<file path="src/rtl/coin_datapath_pkg.sv">
// Shared defaults for the vending-machine coin datapath and the controller
// state encodings used by the top level and its bench.
package coin_datapath_pkg;

  localparam int W_DEF     = 8;
  localparam int PRICE_DEF = 100;
  // Saturating sums are formed this many bits wider than W before clamping.
  localparam int SUM_EXT   = 1;

  typedef enum logic [1:0] {
    ST_INITIAL = 2'b00,
    ST_COUNT   = 2'b01,
    ST_DONE    = 2'b10,
    ST_CHANGE  = 2'b11
  } ctrl_state_e;

endpackage

</file>
<file path="src/rtl/coin_datapath_if.sv">
// Controller, coin-acceptor and change-dispenser signals of the coin datapath.
// The master side is the controller/environment, the slave side the datapath.
interface coin_datapath_if
  import coin_datapath_pkg::*;
#(
  parameter int W = W_DEF
);
  logic         rst;
  logic         done;
  logic         chout;
  logic         coin_valid;
  logic [W-1:0] coin_value;
  logic         coin_ready;
  logic         coin_reject;
  logic         End;
  logic         ch;
  logic         chg_valid;
  logic         chg_ack;
  logic [W-1:0] chg_rem;
  logic [W-1:0] sale_count;

  modport master (
    output rst, done, chout, coin_valid, coin_value, chg_ack,
    input  coin_ready, coin_reject, End, ch, chg_valid, chg_rem, sale_count
  );

  modport slave (
    input  rst, done, chout, coin_valid, coin_value, chg_ack,
    output coin_ready, coin_reject, End, ch, chg_valid, chg_rem, sale_count
  );
endinterface

</file>
<file path="src/rtl/coin_datapath_change_dispenser.sv">
// Holds the outstanding change balance: adds newly computed change and pays
// out one unit per valid/ack handshake, saturating at 2^W-1.
module change_dispenser
  import coin_datapath_pkg::*;
#(
  parameter int W = W_DEF
) (
  input  logic         clk,
  input  logic         reset,
  input  logic         load,
  input  logic [W-1:0] load_value,
  input  logic         ack,
  output logic [W-1:0] rem,
  output logic         valid
);

  logic         dec;
  logic [W-1:0] add;
  logic [W-1:0] rem_next;

  // dec is only ever set while r >= 1, so the subtraction cannot underflow.
  function automatic logic [W-1:0] sat_step(input logic [W-1:0] r,
                                            input logic         d,
                                            input logic [W-1:0] a);
    logic [W+SUM_EXT-1:0] s;
    s = {{SUM_EXT{1'b0}}, r} + {{SUM_EXT{1'b0}}, a} - {{(W+SUM_EXT-1){1'b0}}, d};
    return (|s[W+SUM_EXT-1:W]) ? {W{1'b1}} : s[W-1:0];
  endfunction

  assign valid    = (rem != '0);
  assign dec      = ack && valid;
  assign add      = load ? load_value : '0;
  assign rem_next = sat_step(rem, dec, add);

  always_ff @(posedge clk) begin
    if (reset) rem <= '0;
    else       rem <= rem_next;
  end

endmodule

</file>
<file path="src/rtl/coin_datapath.sv">
// Coin accumulator, price comparison, coin gating and sales counter for the
// vending-machine controller; change payout is delegated to change_dispenser.
module coin_datapath
  import coin_datapath_pkg::*;
#(
  parameter int W     = W_DEF,
  parameter int PRICE = PRICE_DEF
) (
  input logic           clk,
  input logic           reset,
  coin_datapath_if.slave bus
);

  localparam logic [W-1:0] PRICE_W = W'(PRICE);

  logic [W-1:0] total;
  logic [W-1:0] sale_count_r;
  logic         reject_p1;
  logic         accept;
  logic [W-1:0] change;

  function automatic logic [W-1:0] sat_add(input logic [W-1:0] a,
                                           input logic [W-1:0] b);
    logic [W+SUM_EXT-1:0] s;
    s = {{SUM_EXT{1'b0}}, a} + {{SUM_EXT{1'b0}}, b};
    return (|s[W+SUM_EXT-1:W]) ? {W{1'b1}} : s[W-1:0];
  endfunction

  // Status seen by the controller comes straight off the registered total.
  assign bus.End         = (total >= PRICE_W);
  assign bus.ch          = (total > PRICE_W);
  assign bus.coin_ready  = !bus.rst && !bus.End;
  assign bus.coin_reject = reject_p1;
  assign bus.sale_count  = sale_count_r;
  assign accept          = bus.coin_valid && bus.coin_ready;

  // A change request without overpayment is a controller error; it loads nothing.
  assign change = bus.ch ? (total - PRICE_W) : '0;

  always_ff @(posedge clk) begin
    if (reset) begin
      total        <= '0;
      reject_p1    <= 1'b0;
      sale_count_r <= '0;
    end else begin
      reject_p1 <= bus.coin_valid && !bus.coin_ready;
      if (bus.rst)     total <= '0;
      else if (accept) total <= sat_add(total, bus.coin_value);
      if (bus.done)    sale_count_r <= sale_count_r + 1'b1;
    end
  end

  change_dispenser #(.W(W)) u_dispenser (
    .clk        (clk),
    .reset      (reset),
    .load       (bus.chout),
    .load_value (change),
    .ack        (bus.chg_ack),
    .rem        (bus.chg_rem),
    .valid      (bus.chg_valid)
  );

endmodule

</file>
<file path="src/flat_wrapper.sv">
// flat-port wrapper written by rule: the top's interface ports become plain ports
module coin_datapath_flat import coin_datapath_pkg::*;
#(
  parameter int W     = W_DEF,
  parameter int PRICE = PRICE_DEF
)
  (clk, reset, bus_rst, bus_done, bus_chout, bus_coin_valid, bus_coin_value, bus_chg_ack, bus_coin_ready, bus_coin_reject, bus_End, bus_ch, bus_chg_valid, bus_chg_rem, bus_sale_count);
  coin_datapath_if #(.W(W)) bus_i ();
  input logic clk;
  input logic reset;
  input wire logic [$bits(bus_i.rst)-1:0] bus_rst;
  input wire logic [$bits(bus_i.done)-1:0] bus_done;
  input wire logic [$bits(bus_i.chout)-1:0] bus_chout;
  input wire logic [$bits(bus_i.coin_valid)-1:0] bus_coin_valid;
  input wire logic [$bits(bus_i.coin_value)-1:0] bus_coin_value;
  input wire logic [$bits(bus_i.chg_ack)-1:0] bus_chg_ack;
  output wire logic [$bits(bus_i.coin_ready)-1:0] bus_coin_ready;
  output wire logic [$bits(bus_i.coin_reject)-1:0] bus_coin_reject;
  output wire logic [$bits(bus_i.End)-1:0] bus_End;
  output wire logic [$bits(bus_i.ch)-1:0] bus_ch;
  output wire logic [$bits(bus_i.chg_valid)-1:0] bus_chg_valid;
  output wire logic [$bits(bus_i.chg_rem)-1:0] bus_chg_rem;
  output wire logic [$bits(bus_i.sale_count)-1:0] bus_sale_count;
  assign bus_i.rst = bus_rst;
  assign bus_i.done = bus_done;
  assign bus_i.chout = bus_chout;
  assign bus_i.coin_valid = bus_coin_valid;
  assign bus_i.coin_value = bus_coin_value;
  assign bus_i.chg_ack = bus_chg_ack;
  assign bus_coin_ready = bus_i.coin_ready;
  assign bus_coin_reject = bus_i.coin_reject;
  assign bus_End = bus_i.End;
  assign bus_ch = bus_i.ch;
  assign bus_chg_valid = bus_i.chg_valid;
  assign bus_chg_rem = bus_i.chg_rem;
  assign bus_sale_count = bus_i.sale_count;
  coin_datapath #(.W(W), .PRICE(PRICE)) u_core (.clk(clk), .reset(reset), .bus(bus_i));
endmodule
</file>
<file path="config.mk">
export PLATFORM = sky130hd
export DESIGN_NAME = coin_datapath_flat
export DESIGN_NICKNAME = d
export VERILOG_FILES = /design/src/rtl/coin_datapath_pkg.sv /design/src/rtl/coin_datapath_if.sv /design/src/rtl/coin_datapath_change_dispenser.sv /design/src/rtl/coin_datapath.sv /design/src/flat_wrapper.sv
export SDC_FILE = /design/constraint.sdc
export NUM_CORES = 1
export LEC_CHECK = 0
export ABC_AREA = 1
export ABC_CLOCK_PERIOD_IN_PS = 5700
export BUFFER_PORTS_ARGS = -buffer_cell sky130_fd_sc_hd__buf_2
export CORE_UTILIZATION = 50
export DETAILED_ROUTE_END_ITERATION = 16
export HOLD_SLACK_MARGIN = 0.06
export PLACE_DENSITY_LB_ADDON = 0.1
export SETUP_SLACK_MARGIN = 0.02
export SYNTH_ARGS = -nofsm -noshare
export SYNTH_HDL_FRONTEND = slang
export SYNTH_SLANG_ARGS = --single-unit
</file>
<file path="constraint.sdc">
create_clock -name clk -period 5.7 [get_ports clk]
set_clock_uncertainty 0.15 [all_clocks]
set_input_delay 0.57 -clock clk [delete_from_list [all_inputs] [get_ports clk]]
set_output_delay 0.57 -clock clk [all_outputs]
set_load 0.05 [all_outputs]
</file>
; Yosys cells after proc, flatten, opt, wreduce, memory -nomap -nowiden
; Index checks and enable logic that the tools add are counted.
[word_totals]
ff_bits = 25
latch_bits = 0
ramBits = 0
romBits = 0
input_bits = 15
out_inout_bits = 21
mem_count = 0
[classes]
addsub = 5
multipliers = 0
n_div = 0
magnitude_cmp = 2
eq_ne = 0
shifts = 0
n_mux = 4
bitwise = 0
n_reduce_logical = 9
[op_table]
columns = op, count
row1 = $mux 8, 4
row2 = $add 8x8->9, 2
row3 = $sub 9x1->9, 1
row4 = $add 8x1->8 const B, 1
row5 = $ge 8x7->1 const B, 1
row6 = $gt 8x7->1 const B, 1
row7 = $reduce_bool 8->1, 1
row8 = $sub 8x7->8 const B, 1
row9 = $logic_and 1x1->1, 4
row10 = $logic_not 1->1, 3
row11 = $reduce_or 2->1, 1

; Longest topological paths before layout
; Gate-level depths: netlist of the first run.
[depth]
word_depth = 6
mapped_depth = 20
ltp_nobuf = 20

; Modules after synthesis
; Synthesis of the first run repeated with hierarchy kept, for this count alone.
[hier_totals]
cells_unflattened = 348
hier_area_um2 = 2192.1
[by_module_without_submodules]
columns = module, instances, cells_each, area_per_inst_um2
row1 = coin_datapath, 1, 206, 1295.0
row2 = change_dispenser, 1, 142, 897.1

; Worst setup path after synthesis of the first run
; No wires, ideal clock.
[synth_timing]
path_kind = register to register
from = register u_core.total[2]
to = register u_core.u_dispenser.rem[0]
arrival_ps = 2739
required_time_ps = 5440
setup_slack_ps = 2701
path_stages_with_launch = 21
period_less_slack_ps = 2999
cell_sequence = dfxtp_1 -> inv_1 -> ha_1 -> nand2_2 -> nand3_2 -> nand2_2 -> nand2_1 -> nor2_2 -> nand2_1 -> ha_1 -> inv_1 -> ha_1 -> fa_1 -> nand3_1 -> nand2_1 -> nand3_1 -> nand2_1 -> nand2_1 -> nand3_1 -> nand2_1 -> inv_1
[synth_between]
elab_chain_len = 6
word_cells_on_any_way = 7
[synth_rtl]
columns = element, line
row1 = from (decl), coin_datapath.sv:16  ; logic [W-1:0] total;
row2 = from (signal assigned), coin_datapath.sv:48  ; else if (accept) total <= sat_add(total, bus.coin_value);
row3 = $sub 8x7->8 or $gt 8x7->1 (tied branches), "coin_datapath.sv:38, coin_datapath.sv:31"
row4 = $mux 8 (*), coin_datapath.sv:38  ; assign change = bus.ch ? (total - PRICE_W) : '0;
row5 = $mux 8 (*), coin_datapath_change_dispenser.sv:32  ; assign add = load ? load_value : '0;
row6 = $add 8x8->9 (*), coin_datapath_change_dispenser.sv:26  ; s = {{SUM_EXT{1'b0}}, r} + {{SUM_EXT{1'b0}}, a} - {{(W+SUM_EXT-1){1'b0}}, d};
row7 = $sub 9x1->9 (*), coin_datapath_change_dispenser.sv:26
row8 = $mux 8 (*), coin_datapath_change_dispenser.sv:27  ; return (|s[W+SUM_EXT-1:W]) ? {W{1'b1}} : s[W-1:0];
row9 = to (signal assigned), coin_datapath_change_dispenser.sv:37  ; else rem <= rem_next;
row10 = to (decl), coin_datapath_change_dispenser.sv:13  ; output logic [W-1:0] rem,
; Mark *: on every way between the ends. The rest lies on a longest branch, timed or not.
; A chain may end at the register's enable or synchronous reset.

; Worst setup path after layout of the first run
[layout_timing]
from = register u_core.total[2]
to = register u_core.u_dispenser.rem[1]
; The elaborated chain is that of the path after synthesis.

==> results of run 1 <==
-- placed cells by master (no fill, tap or decap) --
cell,n
nand3_2,1
nor2_1,36
xor2_1,4
a21oi_1,14
clkbuf_8,3
nand3b_1,5
a21o_1,1
fa_1,2
clkbuf_1,1
or2_2,2
xnor2_1,4
nand2_2,4
ha_1,27
nor3_1,2
a31oi_1,1
nand2_1,100
a21boi_0,1
inv_2,1
a21oi_2,1
buf_2,35
nand3_4,1
nor2_4,1
inv_1,73
nand3_1,24
nor2_2,2
dfxtp_1,25
nor3_2,1
o21ai_0,3
nor4_1,2
-- registers in the layout (all words and copies together), names as in the netlist --
register,cells
u_core.bus.coin_reject,1
u_core.total,8
u_core.u_dispenser.rem,8
u_core.bus.sale_count,8
-- metal layers --
metal	routed length [um]	up-vias	track usage [%]
met5	0	-	0
met4	29	0	4.79
met3	155	4	2.53
met2	1800	40	35.3
met1	2490	904	32.2
li1	-	1119	-
-- worst register-to-register path: stages, from the launching register on --
cell	delay, ns
dfxtp_1	0.37
inv_1	0.10
ha_1	0.24
nand2_2	0.09
nand3_2	0.08
nand2_2	0.10
nand2_1	0.08
nor2_2	0.25
nand2_1	0.09
ha_1	0.28
inv_1	0.04
ha_1	0.19
fa_1	0.40
nand3_1	0.11
nand2_1	0.10
nand3_1	0.12
nand2_1	0.08
nand2_1	0.14
nand3_1	0.09
nand2_1	0.07
inv_1	0.04
-- layout make-up --
cell class	count	area, sq um	area share (%)
Clock buffer	4	45.0	1.87
Timing Repair Buffer	35	175	7.26
Tap cell	50	62.6	2.59
Sequential cell	25	500	20.7
Inverter	74	278	11.5
Multi-Input combinational cell	239	1350	56.0
-- through the flow --
stage / utilization (%) / hold slack [ns] / setup slack, ns
2_1_floorplan: - / 0.369 / 2.70
3_3_place_gp: 58.4 / 0.299 / 2.53
3_5_place_dp: 58.4 / 0.305 / 2.42
4_1_cts: 59.5 / 0.320 / 2.41
5_1_grt: 59.5 / 0.336 / 2.07
6_report: 59.5 / 0.323 / 2.40
-- power by group through the flow --
stage	Clock, uW	Sequential [uW]	Combinational, uW
2_1_floorplan	0	340	454
3_3_place_gp	0	241	692
3_5_place_dp	0	242	691
4_1_cts	109	237	697
5_1_grt	115	241	807
6_report	106	237	700
-- logic make-up after synthesis --
family	after synthesis
simple gates	181
compound gates	21
buf+inv	76
fa+ha+maj	29
xor+xnor	8
flops	25
-- path summary, 6_finish.rpt --
kind	to	cells after the start	from
setup / recovery	u_core.u_dispenser.rem[1]	20	u_core.total[2]
hold / removal	u_core.bus.sale_count[7]	2	u_core.bus.sale_count[7]
setup reg to reg	u_core.u_dispenser.rem[1]	20	u_core.total[2]
hold reg to reg	u_core.bus.sale_count[7]	2	u_core.bus.sale_count[7]
==> impl_metrics.json, run 1 <==
{
  "dp.cells": 423,
  "switching_share_pct": 52.0,
  "die_area_sq_um": 4560,
  "yosys.area.top_type_share_pct": 23.3,
  "hold_violations": 0,
  "clkSinkCount": 25,
  "timing.critical_path.mode_cell": "nand2_1",
  "worstSetupPathType": "register to register",
  "fill_cells": 391,
  "clockBufferDepth": 2,
  "final_area_sq_um": 2410,
  "critPathTopFamily": "simple AND/OR/NAND/NOR gates",
  "area_delta_synth_final_pct": 12.5,
  "dr.pass1.iters": 4,
  "peakVddDrop_v": 0.000316,
  "antenna_cells": 0,
  "drcViolationCount": 0,
  "synthXorXnorAreaFrac_pct": 3.27,
  "gp_congestion": 0.907,
  "grt_pass1_vias": 1819,
  "viasPerCell": 4.84,
  "worstMarginPinSlew_ns": 0.522,
  "track_usage_pct": 22.3,
  "synthTopCellsByCount": "nand2_1 (100), inv_1 (73), nor2_1 (36)",
  "vias": 2067,
  "yosysMostFrequentCell": "nand2_1",
  "period_share_pct": 58.0,
  "slew_headroom_pct": 65.0,
  "p_comb_share_pct": 67.1,
  "grt_pass1_wl_um": 7730,
  "coreArea_sq_um": 4060,
  "period_needed_ns": 3.30,
  "synth-seq-area-share_pct": 23.3,
  "final_layout_size_suffix_gt1_share_pct": 13.8,
  "cp_num_buf_inv": 3,
  "sequentialPowerShare_pct": 22.7,
  "gr-total-overflow": 0,
  "die_w_um": 67.5,
  "fmax_ghz": 0.303,
  "avgSynthCellArea_sq_um": 6.31,
  "report.final.slew_viol_count": 0,
  "root_buffer": "clkbuf_8",
  "insertion_delay_ns": 0.27,
  "cp-end-kind": "register",
  "worst_setup_path_start_kind": "register",
  "rsz0062_at_grt": "no",
  "yosysUniqueCellTypes": 28,
  "cts_made_buffers": 3,
  "tritoncts": "done",
  "die_h_um": 67.5,
  "cap_violations": 0,
  "synthesis.nets": 384,
  "power_uw": 1040,
  "netlist_area_sq_um": 2150,
  "finalWirelength_um": 4470,
  "cts_setup_buffers": 0,
  "tns_ns": 0,
  "critPathMaxStageDelay_ns": 0.40,
  "grt_max_degree": 17,
  "slowest_stage": "fa_1",
  "r2r_setup_slack_ns": 2.40,
  "cp_cell_sequence": "inv_1 > ha_1 > nand2_2 > nand3_2 > nand2_2 > nand2_1 > nor2_2 > nand2_1 > ha_1 > inv_1 > ha_1 > fa_1 > nand3_1 > nand2_1 > nand3_1 > nand2_1 > nand2_1 > nand3_1 > nand2_1 > inv_1",
  "num_rows": 23,
  "start_util_pct": 52.9,
  "ys_async_sr_fraction_pct": 0,
  "cts_hold_buf": 0,
  "pin_count": 36,
  "portBuffers": 35,
  "wl_per_cell_um": 10.5,
  "syn_inst": 340,
  "cts-resized-gates": 0,
  "final_nets": 422,
  "dp_hpwl_um": 3650,
  "ys_ff_latch": 25,
  "synthSimpleGateAreaFrac_pct": 36.8,
  "synth_area_leaders": "dfxtp_1 (23%), nand2_1 (17%), ha_1 (16%)",
  "p_per_area_nw_per_um2": 432,
  "placed_cell_area_sq_um": 2370,
  "synth_warnings": 0,
  "drt-initial-drc-count": 94,
  "hp-class": "register to register",
  "p_leak_uw": 0.00143,
  "synth_flop_cell": "dfxtp_1",
  "ant_nets": 0,
  "p_int_uw": 500,
  "htreeDepth": 1,
  "outcome": "finished, final reports clean",
  "synth-adder-area-share_pct": 17.6,
  "synth_edf_count": 0,
  "setup_viol": 0,
  "path_max_fanout": 8,
  "synth_compound_gate_area_share_pct": 5.36,
  "stdcell_count": 427,
  "cts.reportedPaths.clkPinSlew_ns": 0.09,
  "antenna_found_initial": 0,
  "synth_top_family_by_area": "simple AND/OR/NAND/NOR gates",
  "worstPathArrival_ns": 3.33,
  "crit_required_ns": 5.73,
  "synth_mux_area_share_pct": 0,
  "yosys.area.top_type": "dfxtp_1",
  "p_switching_uw": 543,
  "p_clk_share_pct": 10.2
}
Power figures use the tool's default switching activity.
==> run 2, diff against run 1 <==
ABC_CLOCK_PERIOD_IN_PS = 3430   (was 5700)
clock period = 3.43 ns   (was 5.7 ns; I/O delays follow)
==> impl_metrics.json, run 2 (same netlist as run 1, synthesis figures left out) <==
{
  "reg2reg_depth": 20,
  "layout_commonest_cell": "nand2_1",
  "cts_made_buffers": 3,
  "rsz0062_at_grt": "no",
  "area_delta_synth_final_pct": 13.4,
  "period_share_pct": 90.9,
  "final_nets": 422,
  "cts.reportedPaths.clkPinSlew_ns": 0.09,
  "drcViolationCount": 0,
  "finalWirelength_um": 4500,
  "tns_ns": 0,
  "slowest_stage": "fa_2",
  "final_util_pct": 60.0,
  "outcome": "finished, final reports clean",
  "track_usage_pct": 21.7,
  "worstPathArrival_ns": 3.15,
  "setup_viol": 0,
  "r2r_setup_slack_ns": 0.31,
  "critPathTopFamily": "simple AND/OR/NAND/NOR gates",
  "worstSetupPathType": "register to register",
  "coreArea_sq_um": 4060,
  "cts_setup_buffers": 0,
  "report.final.slew_viol_count": 0,
  "clockBufferDepth": 2,
  "gr-total-overflow": 0,
  "clkSinkCount": 25,
  "num_rows": 23,
  "die_w_um": 67.5,
  "crit_start": "u_core.total[2]",
  "pin_count": 36,
  "htreeDepth": 1,
  "worst_setup_path_start_kind": "register",
  "grt_max_degree": 17,
  "critPathMaxStageDelay_ns": 0.36,
  "final_layout_size_suffix_gt1_share_pct": 15.1,
  "slew_headroom_pct": 65.8,
  "cts_hold_buf": 0,
  "worstMarginPinSlew_ns": 0.509,
  "fmax_ghz": 0.321,
  "path_max_fanout": 8,
  "p_per_area_nw_per_um2": 724,
  "dp_hpwl_um": 3620,
  "vias": 2065,
  "reg2reg_from": "u_core.total[2]",
  "gp_congestion": 0.923,
  "cp_num_buf_inv": 3,
  "crit_required_ns": 3.46,
  "start_util_pct": 52.9,
  "die_h_um": 67.5,
  "antenna_cells": 0,
  "antenna_found_initial": 0,
  "final_cell_mix": "nand2_1 (99), inv_1 (73), nor2_1 (36), buf_2 (35), ha_1 (27)",
  "grt_pass1_vias": 1805,
  "fill_cells": 400,
  "hp-class": "input pin to register",
  "cp_cell_sequence": "inv_1 > ha_1 > nand2_2 > nand3_2 > nand2_2 > nand2_1 > nor2_4 > nand2_1 > ha_1 > inv_1 > ha_1 > fa_2 > nand3_1 > nand2_1 > nand3_2 > nand2_1 > nand2_2 > nand3_1 > nand2_1 > inv_1",
  "cap_violations": 0,
  "cts-resized-gates": 0,
  "cp.depth": 20,
  "hold_violations": 0,
  "peakVddDrop_v": 0.000531,
  "p_leak_uw": 0.00143,
  "viasPerCell": 4.84,
  "root_buffer": "clkbuf_8",
  "timing.critical_path.mode_cell": "nand2_1",
  "period_needed_ns": 3.12,
  "portBuffers": 35,
  "ant_nets": 0,
  "tritoncts": "done",
  "insertion_delay_ns": 0.27,
  "drt-initial-drc-count": 66,
  "cp-end-kind": "register",
  "wl_per_cell_um": 10.5,
  "grt_pass1_wl_um": 7500,
  "setup.worst_path.end": "u_core.u_dispenser.rem[2]",
  "die_area_sq_um": 4560,
  "dr.pass1.iters": 4,
  "reg2reg_to": "u_core.u_dispenser.rem[2]"
}
-- run 2: how the worst min path moves through the flow --
stage          cells past startpoint                startpoint                        end
5_1_grt                            3            bus_coin_valid     u_core.bus.coin_reject
3_3_place_gp                       2  u_core.bus.sale_count[7]   u_core.bus.sale_count[7]
4_1_cts                            2                  bus_done   u_core.bus.sale_count[1]
2_1_floorplan                      1                     reset  u_core.u_dispenser.rem[5]
3_5_place_dp                       2  u_core.bus.sale_count[7]   u_core.bus.sale_count[7]
6_report                           2                  bus_done   u_core.bus.sale_count[1]
-- run 2: power by group --
part           leakage, uW  switching, uW  internal [uW]  total [uW]
clock network    0.0000228            100           83.3         184
logic              0.00120            771            409        1180
registers         0.000206           49.7            348         397
-- run 2: area by class of cell --
class | count | area, sq um | area share, %
inverters | 74 | 278 | 11.4
well taps | 50 | 62.6 | 2.57
flip-flops and latches | 25 | 502 | 20.6
clock buffers | 4 | 45.0 | 1.85
multi-input cells | 239 | 1370 | 56.3
repair buffers | 35 | 175 | 7.20
-- run 2: worst register-to-register path, cell delays in order, from the launching register on --
cell	delay (ns)
dfxtp_2	0.35
inv_1	0.09
ha_1	0.24
nand2_2	0.08
nand3_2	0.07
nand2_2	0.11
nand2_1	0.11
nor2_4	0.19
nand2_1	0.08
ha_1	0.27
inv_1	0.04
ha_1	0.20
fa_2	0.36
nand3_1	0.09
nand2_1	0.11
nand3_2	0.10
nand2_1	0.08
nand2_2	0.12
nand3_1	0.08
nand2_1	0.07
inv_1	0.04
-- run 2: through the flow --
step / setup slack, ns / hold slack (ns) / total power (uW) / area, sq um / instances
after detailed placement: 0.151 / 0.303 / 1540 / 2370 / 423
after global routing: 0.0433 / 0.180 / 1950 / 2430 / 427
final: 0.312 / 0.164 / 1760 / 2430 / 427
after global placement: 0.252 / 0.303 / 1540 / 2370 / 423
after CTS: 0.118 / 0.167 / 1730 / 2410 / 427
after floorplan: 0.431 / 0.262 / 1320 / 2150 / 340
-- run 2: layer usage --
layer	GRT usage (%)	up-vias	wire length, um
met3	3.38	4	198
met1	30.4	894	2390
li1	-	1123	-
met5	0	-	0
met2	34.8	44	1880
met4	3.99	0	28
